==> src/rtl/mdu_iter_if.sv <==
// mdu_iter_if: request/cancel handshake and HI/LO result bus between the
// EX stage (master) and the iterative multiply/divide unit (slave).
interface mdu_iter_if #(
  parameter int WIDTH = 32
);
  logic             start;
  logic [3:0]       op;
  logic [WIDTH-1:0] src_a;
  logic [WIDTH-1:0] src_b;
  logic             cancel;
  logic [WIDTH-1:0] hi;
  logic [WIDTH-1:0] lo;
  logic             busy;
  logic             done;

  modport master (output start, op, src_a, src_b, cancel,
                  input  hi, lo, busy, done);
  modport slave  (input  start, op, src_a, src_b, cancel,
                  output hi, lo, busy, done);
endinterface

==> src/rtl/mdu_iter.sv <==
// mdu_iter: iterative multiply/divide unit with HI/LO registers.
// Shift-add multiply and restoring divide on operand magnitudes, STEPS bits
// per cycle, followed by one FIX cycle for sign correction and commit.
// Optional feature macro: MDU_MACC_EN enables madd/maddu/msub/msubu (ops 4-7);
// without it those ops are ignored and the accumulator adder is not built.
module mdu_iter #(
  parameter int WIDTH = 32,
  parameter int STEPS = 1
) (
  input  logic      clk,
  input  logic      reset,
  mdu_iter_if.slave bus
);
  localparam int ITER  = WIDTH / STEPS;
  localparam int CNT_W = $clog2(ITER + 1);
  localparam logic [CNT_W-1:0] CNT_LOAD = CNT_W'(ITER);
  localparam logic [CNT_W-1:0] CNT_ONE  = CNT_W'(1);

  typedef enum logic [1:0] {S_IDLE, S_CALC, S_FIX} state_t;
  state_t state_reg, state_next;

  logic [CNT_W-1:0] cnt_reg;
  logic [WIDTH-1:0] hi_reg, lo_reg;
  // mult: work_hi = partial product high half, work_lo = multiplier (shifts out)
  // div:  work_hi = partial remainder,         work_lo = dividend / quotient
  logic [WIDTH-1:0] work_hi_reg, work_lo_reg;
  logic [WIDTH-1:0] opnd_reg;   // multiplicand or divisor magnitude
  logic [WIDTH-1:0] raw_a_reg;  // unmodified dividend for the divide-by-zero result
  logic             is_div_reg, neg_q_reg, neg_r_reg, div0_reg, done_reg;
`ifdef MDU_MACC_EN
  logic             acc_en_reg, acc_sub_reg;
`endif

  logic             accept, op_arith, op_signed, op_div;
  logic             a_neg, b_neg;
  logic [WIDTH-1:0] a_mag, b_mag;
  logic [WIDTH-1:0] it_hi, it_lo;
  logic [WIDTH:0]   rem_w, sum_w;
  logic             ge;
  logic [2*WIDTH-1:0] prod, fix_val;
  logic [WIDTH-1:0] quo_s, rem_s;

`ifdef MDU_MACC_EN
  assign op_arith = (bus.op <= 4'd7);
`else
  assign op_arith = (bus.op <= 4'd3);
`endif
  assign op_signed = bus.op[0];
  assign op_div    = (bus.op[3:1] == 3'b001);
  assign accept    = (state_reg == S_IDLE) && bus.start && !bus.cancel;
  assign a_neg     = op_signed && bus.src_a[WIDTH-1];
  assign b_neg     = op_signed && bus.src_b[WIDTH-1];
  assign a_mag     = a_neg ? -bus.src_a : bus.src_a;
  assign b_mag     = b_neg ? -bus.src_b : bus.src_b;

  // State register; async reset returns to IDLE mid-operation.
  always_ff @(posedge clk or negedge reset) begin
    if (!reset) state_reg <= S_IDLE;
    else        state_reg <= state_next;
  end

  // Next-state logic; cancel always wins over progress or commit.
  always_comb begin
    state_next = state_reg;
    case (state_reg)
      S_IDLE:  if (accept && op_arith) state_next = S_CALC;
      S_CALC:  if (bus.cancel) state_next = S_IDLE;
               else if (cnt_reg == CNT_ONE) state_next = S_FIX;
      S_FIX:   state_next = S_IDLE;
      default: state_next = S_IDLE;
    endcase
  end

  // STEPS unsigned shift-add or restoring-divide iterations per cycle.
  always_comb begin
    it_hi = work_hi_reg;
    it_lo = work_lo_reg;
    rem_w = '0;
    sum_w = '0;
    ge    = 1'b0;
    for (int s = 0; s < STEPS; s++) begin
      if (is_div_reg) begin
        rem_w = {it_hi, it_lo[WIDTH-1]};
        ge    = (rem_w >= {1'b0, opnd_reg});
        if (ge) rem_w = rem_w - {1'b0, opnd_reg};
        it_hi = rem_w[WIDTH-1:0];
        it_lo = {it_lo[WIDTH-2:0], ge};
      end else begin
        sum_w = {1'b0, it_hi} + (it_lo[0] ? {1'b0, opnd_reg} : '0);
        it_lo = {sum_w[0], it_lo[WIDTH-1:1]};
        it_hi = sum_w[WIDTH:1];
      end
    end
  end

  // Final HI:LO value: sign fix-up, divide-by-zero result and accumulation.
  always_comb begin
    prod = {work_hi_reg, work_lo_reg};
    if (neg_q_reg) prod = -prod;
    quo_s   = neg_q_reg ? -work_lo_reg : work_lo_reg;
    rem_s   = neg_r_reg ? -work_hi_reg : work_hi_reg;
    fix_val = prod;
    if (is_div_reg)
      fix_val = div0_reg ? {raw_a_reg, {WIDTH{1'b1}}} : {rem_s, quo_s};
`ifdef MDU_MACC_EN
    if (!is_div_reg && acc_en_reg)
      fix_val = acc_sub_reg ? ({hi_reg, lo_reg} - prod) : ({hi_reg, lo_reg} + prod);
`endif
  end

  // Operand capture, iteration registers, HI/LO writes and done pulse.
  always_ff @(posedge clk or negedge reset) begin
    if (!reset) begin
      cnt_reg     <= '0;
      hi_reg      <= '0;
      lo_reg      <= '0;
      work_hi_reg <= '0;
      work_lo_reg <= '0;
      opnd_reg    <= '0;
      raw_a_reg   <= '0;
      is_div_reg  <= 1'b0;
      neg_q_reg   <= 1'b0;
      neg_r_reg   <= 1'b0;
      div0_reg    <= 1'b0;
      done_reg    <= 1'b0;
`ifdef MDU_MACC_EN
      acc_en_reg  <= 1'b0;
      acc_sub_reg <= 1'b0;
`endif
    end else begin
      done_reg <= 1'b0;
      case (state_reg)
        S_IDLE: if (accept) begin
          if (op_arith) begin
            cnt_reg     <= CNT_LOAD;
            work_hi_reg <= '0;
            work_lo_reg <= op_div ? a_mag : b_mag;
            opnd_reg    <= op_div ? b_mag : a_mag;
            raw_a_reg   <= bus.src_a;
            is_div_reg  <= op_div;
            neg_q_reg   <= a_neg ^ b_neg;
            neg_r_reg   <= a_neg;
            div0_reg    <= (bus.src_b == '0);
`ifdef MDU_MACC_EN
            acc_en_reg  <= bus.op[2];
            acc_sub_reg <= bus.op[1];
`endif
          end else if (bus.op == 4'd8) begin
            hi_reg <= bus.src_a;
          end else if (bus.op == 4'd9) begin
            lo_reg <= bus.src_a;
          end
        end
        S_CALC: if (!bus.cancel) begin
          work_hi_reg <= it_hi;
          work_lo_reg <= it_lo;
          cnt_reg     <= cnt_reg - CNT_ONE;
        end
        S_FIX: if (!bus.cancel) begin
          {hi_reg, lo_reg} <= fix_val;
          done_reg         <= 1'b1;
        end
        default: ;
      endcase
    end
  end

  assign bus.hi   = hi_reg;
  assign bus.lo   = lo_reg;
  assign bus.busy = (state_reg != S_IDLE);
  assign bus.done = done_reg;
endmodule

==> src/flat_wrapper.sv <==
// flat-port wrapper written by rule: the top's interface ports become plain ports
module mdu_iter_flat 
#(
  parameter int WIDTH = 32,
  parameter int STEPS = 1
)
  (clk, reset, bus_start, bus_op, bus_src_a, bus_src_b, bus_cancel, bus_hi, bus_lo, bus_busy, bus_done);
  mdu_iter_if #(.WIDTH(WIDTH)) bus_i ();
  input  logic clk;
  input  logic reset;
  input wire logic [$bits(bus_i.start)-1:0] bus_start;
  input wire logic [$bits(bus_i.op)-1:0] bus_op;
  input wire logic [$bits(bus_i.src_a)-1:0] bus_src_a;
  input wire logic [$bits(bus_i.src_b)-1:0] bus_src_b;
  input wire logic [$bits(bus_i.cancel)-1:0] bus_cancel;
  output wire logic [$bits(bus_i.hi)-1:0] bus_hi;
  output wire logic [$bits(bus_i.lo)-1:0] bus_lo;
  output wire logic [$bits(bus_i.busy)-1:0] bus_busy;
  output wire logic [$bits(bus_i.done)-1:0] bus_done;
  assign bus_i.start = bus_start;
  assign bus_i.op = bus_op;
  assign bus_i.src_a = bus_src_a;
  assign bus_i.src_b = bus_src_b;
  assign bus_i.cancel = bus_cancel;
  assign bus_hi = bus_i.hi;
  assign bus_lo = bus_i.lo;
  assign bus_busy = bus_i.busy;
  assign bus_done = bus_i.done;
  mdu_iter #(.WIDTH(WIDTH), .STEPS(STEPS)) u_core (.clk(clk), .reset(reset), .bus(bus_i));
endmodule
==> config.mk <==
export PLATFORM = sky130hd
export DESIGN_NAME = mdu_iter_flat
export DESIGN_NICKNAME = d
export VERILOG_FILES = /design/src/rtl/mdu_iter_if.sv /design/src/rtl/mdu_iter.sv /design/src/flat_wrapper.sv
export SDC_FILE = /design/constraint.sdc
export NUM_CORES = 1
export LEC_CHECK = 0
export CAP_MARGIN = 20
export CELL_PAD_IN_SITES_DETAIL_PLACEMENT = 1
export CELL_PAD_IN_SITES_GLOBAL_PLACEMENT = 1
export CORE_ASPECT_RATIO = 1.1
export CORE_MARGIN = 2
export CORE_UTILIZATION = 48
export DETAILED_ROUTE_END_ITERATION = 6
export PLACE_DENSITY = 0.85
export SLEW_MARGIN = 20
export SYNTH_ARGS = -nofsm -noshare
export SYNTH_HDL_FRONTEND = slang
export SYNTH_SLANG_ARGS = --single-unit
==> constraint.sdc <==
create_clock -name clk -period 7.5 [get_ports clk]
set_clock_uncertainty 0.15 [all_clocks]
set_input_delay 1.5 -clock clk [delete_from_list [all_inputs] [get_ports clk]]
set_output_delay 1.5 -clock clk [all_outputs]
set_load 0.005 [all_outputs]
; After elaboration in Yosys (flattened, before gate mapping)
; Index checks and enable logic that the tools add are counted.
; W data, S select, Z words.
[word_totals]
elab_cells = 98
reg_bits = 205
inputBits = 72
output_inout_bits = 66
[op_classes]
mux = 42
eq_ne = 16
n_reduce_logical = 16
n_addsub = 8
bitwise = 1
order_cmp = 2
[ops]
columns = operator, count
row1 = $mux W32, 25
row2 = $pmux W32 S2, 4
row3 = $mux W64, 3
row4 = $neg A32 Y32, 4
row5 = $neg A64 Y64, 1
row6 = $add A32 B32 Y33, 1
row7 = $ge A33 B32 Y1, 1
row8 = $logic_not A32 Y1, 1
row9 = $sub A32 B32 Y32, 1
row10 = $mux W6, 3
row11 = $ne A2 B2 Y1 const B, 7
row12 = $pmux W6 S2, 1
row13 = $eq A4 B4 Y1 const B, 2
row14 = $eq A6 B1 Y1 const B, 1
row15 = $mux W2, 3
row16 = $reduce_and A6 Y1, 1
row17 = $reduce_bool A2 Y1, 3
row18 = $sub A6 B1 Y6 const B, 1
row19 = $logic_and A1 B1 Y1, 5
row20 = $reduce_and A5 Y1, 1
row21 = $le A4 B2 Y1 const B, 1
row22 = $ne A2 B1 Y1 const B, 2
row23 = $pmux W2 S2, 1
row24 = $reduce_and A4 Y1, 1
row25 = other kinds (10), 11

; Logic depth before layout (Yosys ltp)
[logic_depth]
ltp_word = 6
ltp_mapped = 15
ltp_nobuf = 14

; Worst setup path before layout
; Ideal clock, no wire load.
[synth_path]
path_type = input port to flip-flop
start = input port bus_src_a[6]
end = register u_core.opnd_reg[27]
setup_time_ns = 0.133
path_stages = 10
t_required_ns = 7.217
path_buffers = 1
arrival_time_ns = 3.699
slack_ns = 3.517
cell_sequence = clkbuf_1 nor4_1 nand3_1 or4_1 nor3_1 nand3_1 o41ai_1 xnor2_1 a22oi_1 o21ai_0
[synth_between]
elab_chain_cells = 3
[synth_lines]
columns = element, line
row1 = "start, declared", flat_wrapper.sv:13  ; input wire logic [$bits(bus_i.src_a)-1:0] bus_src_a;
row2 = $neg A32 Y32, mdu_iter.sv:53  ; assign a_mag = a_neg ? -bus.src_a : bus.src_a;
row3 = $mux W32, mdu_iter.sv:53
row4 = $mux W32, mdu_iter.sv:138  ; opnd_reg <= op_div ? b_mag : a_mag;
row5 = "end signal, assigned", mdu_iter.sv:138
row6 = "end, declared", mdu_iter.sv:27  ; logic [WIDTH-1:0] opnd_reg;
; Every way passes these cells.
; A chain may end at the register's enable or synchronous reset.

; Worst setup path in the final report
[layout_path]
start = register u_core.work_hi_reg[7]
end = register u_core.work_hi_reg[1]
[layout_between]
elab_chain_cells = 5
[layout_lines]
columns = element, line
row1 = "start, declared", mdu_iter.sv:26  ; logic [WIDTH-1:0] work_hi_reg, work_lo_reg;
row2 = "start signal, assigned", mdu_iter.sv:155  ; work_hi_reg <= it_hi;
row3 = $ge A33 B32 Y1, mdu_iter.sv:84  ; ge = (rem_w >= {1'b0, opnd_reg});
row4 = $mux W32, mdu_iter.sv:85  ; if (ge) rem_w = rem_w - {1'b0, opnd_reg};
row5 = $mux W32, mdu_iter.sv:82  ; if (is_div_reg) begin
row6 = $mux W32, mdu_iter.sv:154  ; S_CALC: if (!bus.cancel) begin
row7 = $pmux W32 S2, mdu_iter.sv:132  ; case (state_reg)
; Every way passes these cells. The select of a mux whose other input is x is not followed.

==> summary.md <==
| Metric | Value |
|---|---|
| Status | complete, but fails checks |
| Failing checks | design-rule violations |
| Comb power frac | 0.539 |
| Max-Cap Viols | 0 |
| CTS Hold Buffers Added | 0 |
| Number of diodes | 0 |
| Crit path capture type | flop |
| # rows | 71 |
| Warnings from Yosys | 0 |
| Buffers on Ports | 137 |
| Tightest Pin Transition | 1.15 ns |
| Height of the chip | 200 um |
| Largest family of logic cells by synthesized area | compound AO/OA/AOI/OAI gates |
| Share of post-route cells with drive strength above 1 | 0.0469 |
| Clock root cell | clkbuf_16 |
| Final period utilization | 0.610 |
| First-pass GRT wire length | 108 mm |
| Synth Area per Inst | 7.67 um2 |
| Worst slew margin | 0.236 |
| Number of CTS-inserted buffers | 25 |
| Clk buf depth | 3 |
| GRT Overall Usage | 0.379 |
| Dpl cell area | 18300 um2 |
| Detailed-route wire length | 70.2 mm |
| Multi-input gate area | 10900 um2 |
| Die width | 182 um |
| Compound-Gate Fraction of Synth Area | 0.261 |
| Synth Instances | 2190 |
| Fin. Hold Viols | 0 |
| Synth Area in Adders | 0.0545 |
| Peak supply drop | 194 uV |
| Fin area | 19200 um2 |
| Crit path time final | 4.58 ns |
| Area growth, synth to finish | 14.0% |
| Asr flop ratio synth | 1.00 |
| Setup TNS | 0 ns |
| Most used DFF post-synth | dfrtp_1 |
| Fmax | 218 MHz |
| Post-synthesis sequential area ratio | 0.305 |
| Final Slew Violations | 0 |
| Critical Path AT | 4.84 ns |
| Via count | 17840 |
| Simple-gate share of the synthesized area | 0.196 |
| Number of global-route vias before repair | 18322 |
| # Post-CTS Setup Buffers | 0 |
| Die area | 36500 um2 |
| Depth of the CTS H-tree | 1 |
| GR Overflow Total | 0 |
| Hold Crit Class | flop to flop |
| DR DRC count | 1 |
| CORE AREA | 34400 um2 |
| Filler cells | 4218 |
| Sequential cell area | 5130 um2 |
| Post-synth EDFFs | 0 |
| Synth Cell Area | 16800 um2 |
| Clk pwr share | 0.176 |
| Final HPWL DP | 51.3 mm |
| Initial antenna violation count | 0 |
| P_sw | 3.24 mW |
| Max incr delay on CP | 0.58 ns |
| PD cells | 361 nW/um2 |
| # IOs | 138 |
| Yosys reg bits | 205 |
| Drt pass-1 iters | 7 |
| Vias per inst | 6.66 |
| Multiplexer share of the synthesized area | 0.0397 |
| Switch share | 0.469 |
| XOR/XNOR Fraction of Synth Area | 0.0922 |
| CTS tree | built |
| Initial Utilization | 0.489 |
| CP Class | flop to flop |
| Sequential share of power | 0.285 |
| DR WL/cell | 26.2 um |
| Crit start category | flop |
| CTS clk-pin slew, worst paths | 0.06 ns |
| Worst EP required | 7.76 ns |
| Top cell family by delay on the critical path | compound AO/OA/AOI/OAI gates |
| Final setup fails | 0 |
| Nets | 2365 |
| Pint | 3.67 mW |
| CTS sink cnt | 205 |
| Synth unique cells | 74 |
| Pleak | 8.10 nW |
| Syn Nets | 2334 |
| DRT iter0 DRCs | 1455 |
| Bufs and invs on worst path | 2 |
| Unrepaired setup endpoints after global routing | false |
| Slowest CP cell | ha_1 |
| Post_cts resized | 0 |
| Detail Route Antenna Nets | 0 |
| Largest net degree at the start of global routing | 100 |
| Critical path cell sequence | ha_1 > nand2_1 > o211ai_1 > o211ai_1 > a21oi_1 > a2111oi_1 > buf_4 > o21a_1 > a22oi_2 > buf_4 > mux2_2 > a21oi_1 > o21ai_0 |
| Crit path max fanout | 37 |
| Routability cong. | 0.956 |
| Clk_lat worst skew | 0.56 ns |
-- final cells by class --
class                           instances  area share
Tap cell                              438      0.0286
Timing Repair Buffer                  162      0.0822
Inverter                               67      0.0131
Sequential cell                       205       0.268
Clock buffer                           36      0.0374
Multi-Input combinational cell       1760       0.566
Clock inverter                         10     0.00444
-- path summary, 6_finish.rpt --
kind | slack, ns | end | cells past startpoint | start
hold reg to reg | 0.33 | u_core.raw_a_reg[24]$_DFFE_PN0P_ | 2 | u_core.raw_a_reg[24]$_DFFE_PN0P_
max in group asynchronous | 4.84 | u_core.work_lo_reg[23]$_DFFE_PN0P_ | 2 | reset
hold / removal | 0.33 | u_core.raw_a_reg[24]$_DFFE_PN0P_ | 2 | u_core.raw_a_reg[24]$_DFFE_PN0P_
setup / recovery | 2.92 | u_core.work_hi_reg[1]$_DFFE_PN0P_ | 13 | u_core.work_hi_reg[7]$_DFFE_PN0P_
setup reg to reg | 2.92 | u_core.work_hi_reg[1]$_DFFE_PN0P_ | 13 | u_core.work_hi_reg[7]$_DFFE_PN0P_
min in group asynchronous | 0.88 | u_core.cnt_reg[3]$_DFFE_PN0P_ | 1 | reset
-- worst min-delay path, delay by kind of cell, from the launching register on --
| family | cells | cell delay (ns) |
|---|---|---|
| flip-flops | 1 | 0.34 |
| AND/OR/NAND/NOR | 2 | 0.10 |
-- metal layers --
metal / part of all wire / up-vias / track usage
met5: 0.00034 / - / 0.00533
met1: 0.39 / 8885 / 0.469
met2: 0.47 / 780 / 0.625
li1: - / 7902 / -
met4: 0.074 / 2 / 0.241
met3: 0.063 / 271 / 0.0464
-- Yosys cell counts (all sizes together), types with 20 or more instances --
cell type | number | area share
o22ai | 46 | 0.017
nand3 | 41 | 0.012
or3 | 37 | 0.014
o211ai | 24 | 0.011
a211oi | 22 | 0.0098
a31oi | 20 | 0.0074
o21ai | 226 | 0.068
a22oi | 23 | 0.010
nor2 | 210 | 0.047
xor2 | 56 | 0.029
or4 | 22 | 0.011
ha | 70 | 0.052
nor3 | 37 | 0.011
dfrtp | 205 | 0.31
nand2 | 274 | 0.061
nand2b | 21 | 0.0078
clkbuf | 139 | 0.031
inv | 67 | 0.015
a21o | 39 | 0.017
o31ai | 25 | 0.011
a21oi | 213 | 0.063
xnor2 | 121 | 0.063
mux2i | 61 | 0.036
-- kinds of logic (layout without fill, tap and decap cells) --
kind of cell / after synthesis / in the layout
buf+inv: 225 / 275
simple gates: 720 / 720
mux: 66 / 66
compound gates: 725 / 725
fa+ha+maj: 72 / 72
flops: 205 / 205
xor+xnor: 177 / 177
-- metrics by stage --
step                setup WS, ns   util  power (mW)  hold WS [ns]  std cells
floorplan                   3.52      -        4.29         0.290       2190
global placement            2.62  0.533        5.46         0.302       2631
detailed placement          2.53  0.533        5.59         0.318       2631
CTS                         3.02  0.557        6.84         0.333       2677
global route                2.70  0.557        7.32         0.357       2678
finish                      2.92  0.557        6.91         0.326       2678
-- cell usage in the layout (no fill, tap or decap), drive strengths merged, types with 10 or more instances in the layout --
| cell type | Yosys | final |
|---|---|---|
| nand2 | 274 | 274 |
| o21ai | 226 | 226 |
| a21oi | 213 | 213 |
| nor2 | 210 | 210 |
| dfrtp | 205 | 205 |
| clkdlybuf4s50 | 0 | 136 |
| xnor2 | 121 | 121 |
| ha | 70 | 70 |
| inv | 67 | 68 |
| mux2i | 61 | 61 |
| xor2 | 56 | 56 |
| o22ai | 46 | 46 |
| nand3 | 41 | 41 |
| a21o | 39 | 39 |
| nor3 | 37 | 37 |
| or3 | 37 | 37 |
| clkbuf | 139 | 37 |
| o31ai | 25 | 25 |
| buf | 19 | 25 |
| o211ai | 24 | 24 |
| a22oi | 23 | 23 |
| a211oi | 22 | 22 |
| or4 | 22 | 22 |
| nand2b | 21 | 21 |
| a31oi | 20 | 20 |
| and2 | 13 | 13 |
| nor2b | 13 | 13 |
| o41ai | 13 | 13 |
| nand4 | 11 | 11 |
| and3 | 10 | 10 |
-- power by group through the flow --
| stage | logic [mW] | registers [mW] | clock network, mW |
|---|---|---|---|
| 3_3_place_gp | 3.52 | 1.94 | 0 |
| 5_1_grt | 4.07 | 1.99 | 1.26 |
| 3_5_place_dp | 3.63 | 1.96 | 0 |
| 6_report | 3.73 | 1.97 | 1.21 |
| 4_1_cts | 3.67 | 1.94 | 1.22 |
| 2_1_floorplan | 2.63 | 1.66 | 0 |
(Power assumes the default switching activity.)
